==> config.mk <==
export PLATFORM = sky130hd
export DESIGN_NAME = instr_encoder_loader
export DESIGN_NICKNAME = d
export VERILOG_FILES = /design/src/rtl/instr_encoder_loader.sv
export SDC_FILE = /design/constraint.sdc
export NUM_CORES = 1
export LEC_CHECK = 0
export ABC_AREA = 1
export CORE_UTILIZATION = 46
export CTS_CLUSTER_SIZE = 20
export DETAILED_ROUTE_END_ITERATION = 10
export PLACE_DENSITY = 0.89
export RECOVER_POWER = 25
export SETUP_SLACK_MARGIN = 0.02
export SLEW_MARGIN = 20
export SYNTH_ARGS = -nofsm -noshare
export SYNTH_HDL_FRONTEND = slang
export SYNTH_SLANG_ARGS = --single-unit
==> constraint.sdc <==
create_clock -name clk -period 1.6 [get_ports clk]
set_clock_uncertainty 0.05 [all_clocks]
set_input_delay 0.4 -clock clk [delete_from_list [all_inputs] [get_ports clk]]
set_output_delay 0.4 -clock clk [all_outputs]
set_load 0.02 [all_outputs]
==> src/rtl/instr_encoder_loader.sv <==
// instr_encoder_loader
// Turns decoded PIC16C57 instruction records back into 12-bit instruction
// words and streams them into program memory at consecutive addresses.
// Used by the boot/test loader to fill program memory before the core runs.
//
// Ports
//   clk, rst_n      clock, asynchronous active-low reset
//   start           one-cycle pulse: open a new load session
//   in_valid/ready  record handshake (accept = in_valid && in_ready)
//   in_op           operation code (decoder numbering, 0 ADDWF .. 30 OPTION)
//   in_literal      k field
//   in_address      f field
//   in_d            destination bit
//   in_bit          bit number for BCF/BSF/BTFSC/BTFSS
//   pm_we           program memory write strobe, one cycle per word
//   pm_addr         write address (BASE + words already written)
//   pm_wdata        encoded word
//   count           legal words written this session
//   full            DEPTH words written; no more records accepted
//   err             sticky illegal-record flag for this session
//   checksum        XOR of every word written this session
module instr_encoder_loader #(
  parameter int                ADDR_W = 11,
  parameter int                DEPTH  = 2048,
  parameter logic [ADDR_W-1:0] BASE   = '0
) (
  input  logic              clk,
  input  logic              rst_n,
  input  logic              start,
  input  logic              in_valid,
  output logic              in_ready,
  input  logic [5:0]        in_op,
  input  logic [8:0]        in_literal,
  input  logic [4:0]        in_address,
  input  logic              in_d,
  input  logic [2:0]        in_bit,
  output logic              pm_we,
  output logic [ADDR_W-1:0] pm_addr,
  output logic [11:0]       pm_wdata,
  output logic [ADDR_W:0]   count,
  output logic              full,
  output logic              err,
  output logic [11:0]       checksum
);

  localparam logic [1:0] S_IDLE = 2'd0;
  localparam logic [1:0] S_RUN  = 2'd1;
  localparam logic [1:0] S_FULL = 2'd2;

  localparam logic [ADDR_W:0] DEPTH_C = (ADDR_W+1)'(DEPTH);

  logic [1:0]        state_q, state_d;
  logic              we_q, we_d;
  logic [ADDR_W-1:0] addr_q, addr_d;
  logic [11:0]       wdata_q, wdata_d;
  logic [ADDR_W:0]   count_q, count_d;
  logic              err_q, err_d;
  logic [11:0]       csum_q, csum_d;

  logic [11:0] enc_word;
  logic        enc_ok;
  logic [5:0]  df;
  logic [7:0]  bf;
  logic [7:0]  k8;
  logic        accept;

  assign df = {in_d, in_address};
  assign bf = {in_bit, in_address};
  assign k8 = in_literal[7:0];

  // Encoder: inverse of the core's decode table.
  always_comb begin
    enc_word = 12'h000;
    enc_ok   = 1'b1;
    unique case (in_op)
      6'd0:  enc_word = {6'b000111, df};
      6'd1:  enc_word = 12'h000;
      6'd2:  enc_word = {6'b000101, df};
      6'd3:  enc_word = {7'b0000011, in_address};
      6'd4:  enc_word = 12'h040;
      6'd5:  enc_word = {6'b000011, df};
      6'd6:  enc_word = {6'b001011, df};
      6'd7:  enc_word = {6'b001001, df};
      6'd8:  enc_word = {6'b001010, df};
      6'd9:  enc_word = {6'b001111, df};
      6'd10: enc_word = {6'b000100, df};
      6'd11: enc_word = {6'b001000, df};
      6'd12: enc_word = {7'b0000001, in_address};
      6'd13: enc_word = {6'b001101, df};
      6'd14: enc_word = {6'b001100, df};
      6'd15: enc_word = {6'b000010, df};
      6'd16: enc_word = {6'b001110, df};
      6'd17: enc_word = {6'b000110, df};
      6'd18: enc_word = {4'b0100, bf};
      6'd19: enc_word = {4'b0101, bf};
      6'd20: enc_word = {4'b0110, bf};
      6'd21: enc_word = {4'b0111, bf};
      6'd22: enc_word = {4'b1110, k8};
      6'd23: enc_word = {4'b1001, k8};
      6'd24: enc_word = {4'b1000, k8};
      6'd25: enc_word = {3'b101, in_literal};
      6'd26: enc_word = {4'b1101, k8};
      6'd27: enc_word = {4'b1111, k8};
      6'd28: enc_word = {4'b1100, k8};
      6'd29: begin
        // TRIS only exists for ports A..C (f = 5..7)
        enc_word = {9'b0, in_address[2:0]};
        enc_ok   = (in_address[2:0] >= 3'd5);
      end
      6'd30: enc_word = 12'h002;
      default: enc_ok = 1'b0;
    endcase
  end

  assign full     = (state_q == S_FULL);
  assign in_ready = (state_q == S_RUN) && !start && !full;
  assign accept   = in_valid && in_ready;

  // start wins over everything: accept is already blocked by in_ready, so
  // only the session counters need clearing here.
  always_comb begin
    state_d = state_q;
    we_d    = 1'b0;
    addr_d  = addr_q;
    wdata_d = wdata_q;
    count_d = count_q;
    err_d   = err_q;
    csum_d  = csum_q;
    if (start) begin
      state_d = S_RUN;
      count_d = '0;
      err_d   = 1'b0;
      csum_d  = '0;
    end else if (accept) begin
      if (enc_ok) begin
        we_d    = 1'b1;
        addr_d  = BASE + count_q[ADDR_W-1:0];
        wdata_d = enc_word;
        count_d = count_q + 1'b1;
        csum_d  = csum_q ^ enc_word;
        if (count_d == DEPTH_C) state_d = S_FULL;
      end else begin
        err_d = 1'b1;
      end
    end
  end

  always_ff @(posedge clk or negedge rst_n) begin
    if (!rst_n) begin
      state_q <= S_IDLE;
      we_q    <= 1'b0;
      addr_q  <= BASE;
      wdata_q <= '0;
      count_q <= '0;
      err_q   <= 1'b0;
      csum_q  <= '0;
    end else begin
      state_q <= state_d;
      we_q    <= we_d;
      addr_q  <= addr_d;
      wdata_q <= wdata_d;
      count_q <= count_d;
      err_q   <= err_d;
      csum_q  <= csum_d;
    end
  end

  assign pm_we    = we_q;
  assign pm_addr  = addr_q;
  assign pm_wdata = wdata_q;
  assign count    = count_q;
  assign err      = err_q;
  assign checksum = csum_q;

endmodule

==> flow_metrics.env, run 1 <==
export IMPL_status="aborted with a tool error"
export IMPL_lastStage="global routing (5_1_grt)"
export IMPL_firstError="[ERROR GRT-0232] Routing congestion too high. Check the congestion heatmap in the GUI."
export IMPL_ys_seq_area_frac=0.377
export IMPL_grtUsageTotal=0.714
export IMPL_yosysTopAreaCell="dfrtp_1"
export IMPL_die_h_um=87.8
export IMPL_cts_buffers=5
export IMPL_cts_htree_levels=2
export IMPL_dp_hpwl_um=8270
export IMPL_numPortBuffers=78
export IMPL_antenna_found_initial=3
export IMPL_cts_hold_buf=0
export IMPL_grt_max_degree=52
export IMPL_place_gp_congestion=0.899
export IMPL_ys_types=28
export IMPL_worst_endpoint="state_q[0]$_DFFE_PN0P_/D"
export IMPL_syn_inst=504
export IMPL_grt_ovfl_total=2
export IMPL_synth_fp_nets=533
export IMPL_clock_sinks=51
export IMPL_cts_root_buf="clkbuf_8"
export IMPL_clock_path_buffers=2
export IMPL_synth_seq_cells=51
export IMPL_syn_cell_area_um2=3380
export IMPL_worstEndpointType="register input"
export IMPL_synth_top_area_frac=0.377
export IMPL_pin_count=79
export IMPL_start_util=0.487
export IMPL_synthTopCellsByArea="dfrtp_1, nand2_1, nand3_1"
export IMPL_synth_warning_count=0
export IMPL_synth_avg_cell_area_um2=6.72
export IMPL_fp_dieW_um=87.8
export IMPL_num_rows=30
-- timing repair --
item	CTS
gates cloned	7
resized for setup	184
pin swaps	50
buffers inserted	23
endpoints found under the setup margin	102
-- per-layer routing --
layer,GRT usage,GRT overflow
met5,0.182,0
met1,0.728,0
met3,0.609,0
met4,0.648,1
met2,0.865,1
-- cells in the mapped netlist --
master	n
nand2_1	181
nand3_1	67
nor2_1	59
dfrtp_1	51
inv_1	42
o21ai_0	17
a21oi_1	16
buf_2	8
nand4_1	8
nand2_2	6
o22ai_2	6
buf_6	5
nor2_2	5
xor2_1	5
clkbuf_1	4
o21ai_2	4
buf_4	3
o211ai_1	3
inv_2	2
nand2_4	2
nand3_2	2
o21a_1	2
a21oi_4	1
and3_1	1
clkinv_1	1
ha_1	1
nor2_4	1
nor3_1	1
-- metrics by stage --
step | hold slack (ns) | setup slack (ns) | instances | cell area, µm² | util
4_1_cts | 0.0253 | -0.0491 | 781 | 5620 | 0.810
3_5_place_dp | 0.362 | -0.868 | 743 | 4950 | 0.713
3_3_place_gp | 0.355 | -0.849 | 743 | 4950 | 0.713
2_1_floorplan | 0.0544 | 0.00656 | 504 | 3520 | -
-- cells by family after synthesis --
| group | after synthesis | share of synthesized area |
|---|---|---|
| xor+xnor | 5 | 0.0129 |
| fa+ha+maj | 1 | 0.00370 |
| buf+inv | 65 | 0.0895 |
| flops | 51 | 0.377 |
| simple gates | 333 | 0.420 |
| compound gates | 49 | 0.0972 |
==> run 2: changes to the inputs <==
CORE_UTILIZATION = 40   (was 46)
CTS_CLUSTER_SIZE = not set   (was 20)
PLACE_DENSITY = not set   (was 0.89)
PLACE_DENSITY_LB_ADDON = 0.15   (was not set)
SETUP_SLACK_MARGIN = not set   (was 0.02)
clock period = 2.08 ns   (was 1.6 ns; I/O delays follow)
==> run 2 against run 1 <==
  * The flow now finishes, with violations (DRC)
  * Area after synthesis is the same
  * Synthesized cell count is the same
==> flow_metrics.env, run 2 <==
export IMPL_status="finished with violations"
export IMPL_violations="DRC"
export IMPL_final_common_cell="nand2_1"
export IMPL_core_um2=8220
export IMPL_p_comb_frac=0.273
export IMPL_hold_depth=2
export IMPL_die_h_um=94.0
export IMPL_tns_ns=0
export IMPL_tightest_slew_ns=1.21
export IMPL_grt_max_degree=52
export IMPL_dr_pass1_iters=10
export IMPL_power_density_nw_per_um2=507
export IMPL_dieArea_um2=8830
export IMPL_drive_above_1_share=0.177
export IMPL_place_ws_ns=-0.436
export IMPL_slew_headroom=0.194
export IMPL_wirelength_um=9760
export IMPL_ys_seq_area_frac=0.377
export IMPL_place_gp_congestion=0.924
export IMPL_fp_dieW_um=94.0
export IMPL_cts_root_buf="clkbuf_8"
export IMPL_hold_viol=0
export IMPL_final_setup_worst_slack_ns=0.0654
export IMPL_area_growth_pct=44.5
export IMPL_p_switching_uw=731
export IMPL_synth_edf_count=0
export IMPL_syn_cell_area_um2=3380
export IMPL_tritoncts="yes"
export IMPL_syn_inst=504
export IMPL_cap_viol_max_count=0
export IMPL_end_kind="output port"
export IMPL_ys_types=28
export IMPL_wl_per_cell_um=13.2
export IMPL_synth_fp_nets=533
export IMPL_clk_latency_ns=0.31
export IMPL_clk_pin_slew_ns=0.10
export IMPL_antenna_cells=0
export IMPL_leakage_uw=0.00248
export IMPL_mostFrequentLayoutCells="nand2_1, clkdlybuf4s50_1, nand3_1"
export IMPL_cts_htree_levels=2
export IMPL_yosysTopAreaCell="dfrtp_1"
export IMPL_hp_class="flip-flop to flip-flop"
export IMPL_drt_iter0_markers=191
export IMPL_routedLengthMet1_um=4610
export IMPL_vdd_ir_drop_worst_uv=303
export IMPL_grt_pass1_wl_um=16300
export IMPL_ys_async_sr_fraction=1.00
export IMPL_met3_length_um=365
export IMPL_highest_signal_layer="met4"
export IMPL_via_per_inst=4.95
export IMPL_seqPwrFrac=0.439
export IMPL_slew_viol_final=0
export IMPL_synthTopCellsByCount="nand2_1, nand3_1, nor2_1, dfrtp_1, inv_1"
export IMPL_start_kind="input pin"
export IMPL_synth_top_flop_cell="dfrtp_1"
export IMPL_start_util=0.412
export IMPL_route_detailed_drc=2
export IMPL_synth_seq_cells=51
export IMPL_ant_nets=0
export IMPL_setup_violations=0
export IMPL_finalCriticalPeriod_ns=2.01
export IMPL_worstRegToRegCells=10
export IMPL_antenna_found_initial=0
export IMPL_num_rows=33
export IMPL_clock_sinks=51
export IMPL_grtUsageTotal=0.237
export IMPL_synth_avg_cell_area_um2=6.72
export IMPL_grt_ovfl_total=0
export IMPL_intPower_uw=1750
export IMPL_power_share_switching=0.295
export IMPL_met2_length_um=4600
export IMPL_synth_top_area_frac=0.377
export IMPL_pin_count=79
export IMPL_clockPowerShare=0.288
export IMPL_clock_path_buffers=2
export IMPL_timing_fmax_mhz=496
export IMPL_rsz0062_at_grt="false"
export IMPL_cp_required_ns=1.51
export IMPL_cts_buffers=5
export IMPL_critPathKind="input pin to output port"
export IMPL_post_route_period_util=0.969
export IMPL_dp_hpwl_um=7570
export IMPL_layout_nets=662
export IMPL_numPortBuffers=78
export IMPL_num_vias=3661
export IMPL_arrival_ns=1.44
export IMPL_yosysMostFrequentCell="nand2_1"
export IMPL_synthTopCellsByArea="dfrtp_1, nand2_1, nand3_1"
export IMPL_synth_warning_count=0
export IMPL_grt_pass1_vias=3428
export IMPL_critPathMaxFanout=2
## run 2: cell counts after synthesis
Identical to the previous run, type by type.
## run 2: timing repair
item                                    CTS  global route
endpoints found under the setup margin   49            26
endpoints found under the hold margin     0             0
hold buffers                              0             0
cloned                                    1             0
setup buffers                             1             3
pin swaps                                 6             1
gates resized for setup                  15            12
## run 2: per-layer routing
| layer | vias up | global-route usage |
|---|---|---|
| li1 | 1877 | - |
| met1 | 1676 | 0.329 |
| met2 | 92 | 0.383 |
| met3 | 16 | 0.0316 |
| met4 | 0 | 0.0654 |
| met5 | - | 0 |
## run 2: per-stage QoR
stage,total power [µW],instances,instance area (µm²),hold slack [ns],utilization
after global routing,2620,739,4890,0.457,0.595
after floorplan,1420,504,3380,0.174,-
after CTS,2500,736,4850,0.147,0.591
final,2480,739,4890,0.437,0.595
after global placement,1770,726,4680,0.413,0.569
after detailed placement,1770,726,4680,0.419,0.569
## run 2: critical path, cell delays in order
cell	delay, ns
clkdlybuf4s50_1	0.42
nor2_1	0.17
clkdlybuf4s15_1	0.33
## run 2: final cells by class
type                            instances  area (µm²)
Timing Repair Buffer                  142        1340
Tap cell                              105         131
Sequential cell                        51        1280
Inverter                               45         169
Fill cell                             787        3330
Clock buffer                            6        82.6
Clock inverter                          2        35.0
Multi-Input combinational cell        388        1860
## run 2: cells by family after synthesis
family | count (synthesis) | synth area share
AOI/OAI and AO/OA | 49 | 0.0972
xor gates and xnor gates | 5 | 0.0129
adders and majority gates | 1 | 0.00370
buffers and inverters | 65 | 0.0895
DFF | 51 | 0.377
and+or+nand+nor | 333 | 0.420
## run 2: path summary, 6_finish.rpt
check	start	end	slack [ns]
setup reg to reg	count[1]	state_q[0]	0.20
max in group asynchronous	rst_n	err	0.75
setup / recovery	start	in_ready	0.07
hold reg to reg	pm_wdata[1]	pm_wdata[1]	0.44
min in group asynchronous	rst_n	pm_wdata[5]	0.49
hold / removal	pm_wdata[1]	pm_wdata[1]	0.44
## run 2: power groups by stage
stage               combinational [µW]  sequential [µW]  clock [µW]
floorplan                          236             1180           0
global placement                   658             1110           0
detailed placement                 661             1110           0
CTS                                674             1090         734
global route                       741             1100         780
finish                             677             1090         714
No activity file was read; power rests on OpenSTA's default activity.
==> run 3: changes to the inputs <==
clock period = 2 ns   (was 2.08 ns; I/O delays follow)
==> run 3 against run 2 <==
  * The run still ends with DRC left
  * Critical path type unchanged
  * Global-route usage up 0.51 points
  * First-iteration DRC count down 17%
  * Power down 2.0%
  * Worst setup slack worse by 0.050 ns
  * Utilization up 0.38 points
  * Wire length up 2.1%
  * Largest cell class unchanged
  * Hold slack worse by 0.15 ns
  * Sequential power up 4%
  * Die area unchanged
  * Clock power down 18%
==> flow_metrics.env, run 3 (synthesized netlist as in run 2, its figures left out) <==
export IMPL_area_growth_pct=45.4
export IMPL_drive_above_1_share=0.200
export IMPL_timing_fmax_mhz=504
export IMPL_wl_per_cell_um=13.5
export IMPL_place_gp_congestion=0.878
export IMPL_rsz0062_at_grt="true"
export IMPL_die_h_um=94.0
export IMPL_critPathKind="input pin to output port"
export IMPL_post_layout_nonfiller_instances=739
export IMPL_start_kind="input pin"
export IMPL_grt_pass1_vias=3339
export IMPL_grt_ovfl_total=0
export IMPL_status="finished with violations"
export IMPL_mostFrequentLayoutCells="nand2_1, clkdlybuf4s50_1, nand3_1"
export IMPL_arrival_ns=1.44
export IMPL_violations="DRC"
export IMPL_setup_violations=0
export IMPL_clk_latency_ns=0.31
export IMPL_cts_root_buf="clkbuf_8"
export IMPL_clk_pin_slew_ns=0.10
export IMPL_critPathMaxFanout=2
export IMPL_slew_headroom=0.320
export IMPL_layout_nets=662
export IMPL_clock_path_buffers=2
export IMPL_cpMaxStageDelayCell="clkdlybuf4s50_1"
export IMPL_cp_required_ns=1.45
export IMPL_cp_cell_sequence="clkdlybuf4s50_1 > nor2_1 > dlygate4sd2_1"
export IMPL_grt_max_degree=33
export IMPL_leakage_uw=0.00252
export IMPL_reg2reg_setup_slack_ns=0.16
export IMPL_power_share_switching=0.316
export IMPL_ant_nets=0
export IMPL_hold_viol=0
export IMPL_clockPowerShare=0.241
export IMPL_end_kind="output port"
export IMPL_power_density_nw_per_um2=494
export IMPL_start_util=0.412
export IMPL_cts_hold_buf=0
export IMPL_antenna_found_initial=0
export IMPL_route_detailed_drc=1
export IMPL_final_common_cell="nand2_1"
export IMPL_via_per_inst=5.03
export IMPL_clock_sinks=51
export IMPL_num_rows=33
export IMPL_tritoncts="yes"
export IMPL_slew_viol_final=0
export IMPL_hp_class="input pin to async pin"
export IMPL_dp_cells=727
export IMPL_fp_dieW_um=94.0
export IMPL_p_comb_frac=0.293
export IMPL_seqPwrFrac=0.466
export IMPL_cap_viol_max_count=0
export IMPL_wirelength_um=9960
export IMPL_pin_count=79
export IMPL_num_vias=3717
export IMPL_drt_iter0_markers=158
export IMPL_vdd_ir_drop_worst_uv=413
export IMPL_finalCriticalPeriod_ns=1.99
export IMPL_dieArea_um2=8830
export IMPL_place_ws_ns=-0.564
export IMPL_final_util=0.599
export IMPL_intPower_uw=1660
export IMPL_cts_htree_levels=2
export IMPL_tightest_slew_ns=1.02
export IMPL_final_setup_worst_slack_ns=0.0149
export IMPL_cts_buffers=5
export IMPL_grtUsageTotal=0.242
export IMPL_post_route_period_util=0.993
export IMPL_antenna_cells=0
export IMPL_slowest_delay_ns=0.44
export IMPL_numPortBuffers=78
export IMPL_dp_hpwl_um=7810
export IMPL_dr_pass1_iters=11
export IMPL_grt_pass1_wl_um=16500
export IMPL_p_switching_uw=768
export IMPL_core_um2=8220
[run 3: changes by cell type in the layout (fill, tap and decap cells not counted), sizes merged]
| cell | previous run | this run |
|---|---|---|
| clkinv | 2 | 3 |
| clkdlybuf4s15 | 1 | 0 |
| clkbuf | 8 | 11 |
| bufinv | 1 | 0 |
| clkdlybuf4s50 | 69 | 67 |
| dlymetal6s2s | 1 | 3 |
| buf | 64 | 62 |
| dlygate4sd2 | 5 | 4 |
| inv | 44 | 45 |
[run 3: power groups by stage]
stage          logic [µW]  registers, µW  clock network [µW]
3_3_place_gp          686           1150                   0
3_5_place_dp          687           1150                   0
5_1_grt               776           1140                 657
4_1_cts               708           1130                 611
2_1_floorplan         246           1230                   0
6_report              712           1130                 586
[run 3: final cells by class]
type,count,area (µm²)
Clock buffer,5,68.8
Clock inverter,3,18.8
Fill cell,787,3290
Inverter,45,169
Multi-Input combinational cell,388,1920
Sequential cell,51,1280
Tap cell,105,131
Timing Repair Buffer,142,1340
[run 3: per-stage QoR]
step / setup TNS [ns] / hold WS [ns] / area, µm² / total power [µW]
2_1_floorplan: 0 / 0.154 / 3380 / 1470
6_report: 0 / 0.286 / 4920 / 2430
3_3_place_gp: -27.28 / 0.412 / 4670 / 1840
5_1_grt: -0.123 / 0.353 / 4920 / 2570
3_5_place_dp: -23.97 / 0.414 / 4670 / 1840
4_1_cts: 0 / 0.0697 / 4850 / 2450
[run 3: per-layer routing]
layer | GRT usage | vias up | routed length [µm]
li1 | - | 1884 | -
met1 | 0.338 | 1704 | 4730
met2 | 0.391 | 122 | 4700
met3 | 0.0364 | 7 | 468
met4 | 0.0577 | 0 | 63
met5 | 0 | - | 0
[run 3: what timing repair did]
item / in CTS / in global routing
pin swaps: 4 / 7
gates cloned: 1 / 0
resized for setup: 21 / 30
buffers inserted: 2 / 1
endpoints found under the setup margin: 50 / 38
[run 3: critical path, delay by kind of cell]
kind                   cells  cell delay (ns)
buffers and inverters      2             0.79
AND/OR/NAND/NOR            1             0.15
[run 3: final timing paths]
kind	from	to	cells past startpoint
max	start	in_ready	3
min	rst_n	count[11]	1
max reg2reg	count[0]	state_q[0]	10
min reg2reg	pm_wdata[5]	pm_wdata[5]	2
max in group asynchronous	rst_n	pm_wdata[4]	2
min in group clk	pm_wdata[5]	pm_wdata[5]	2
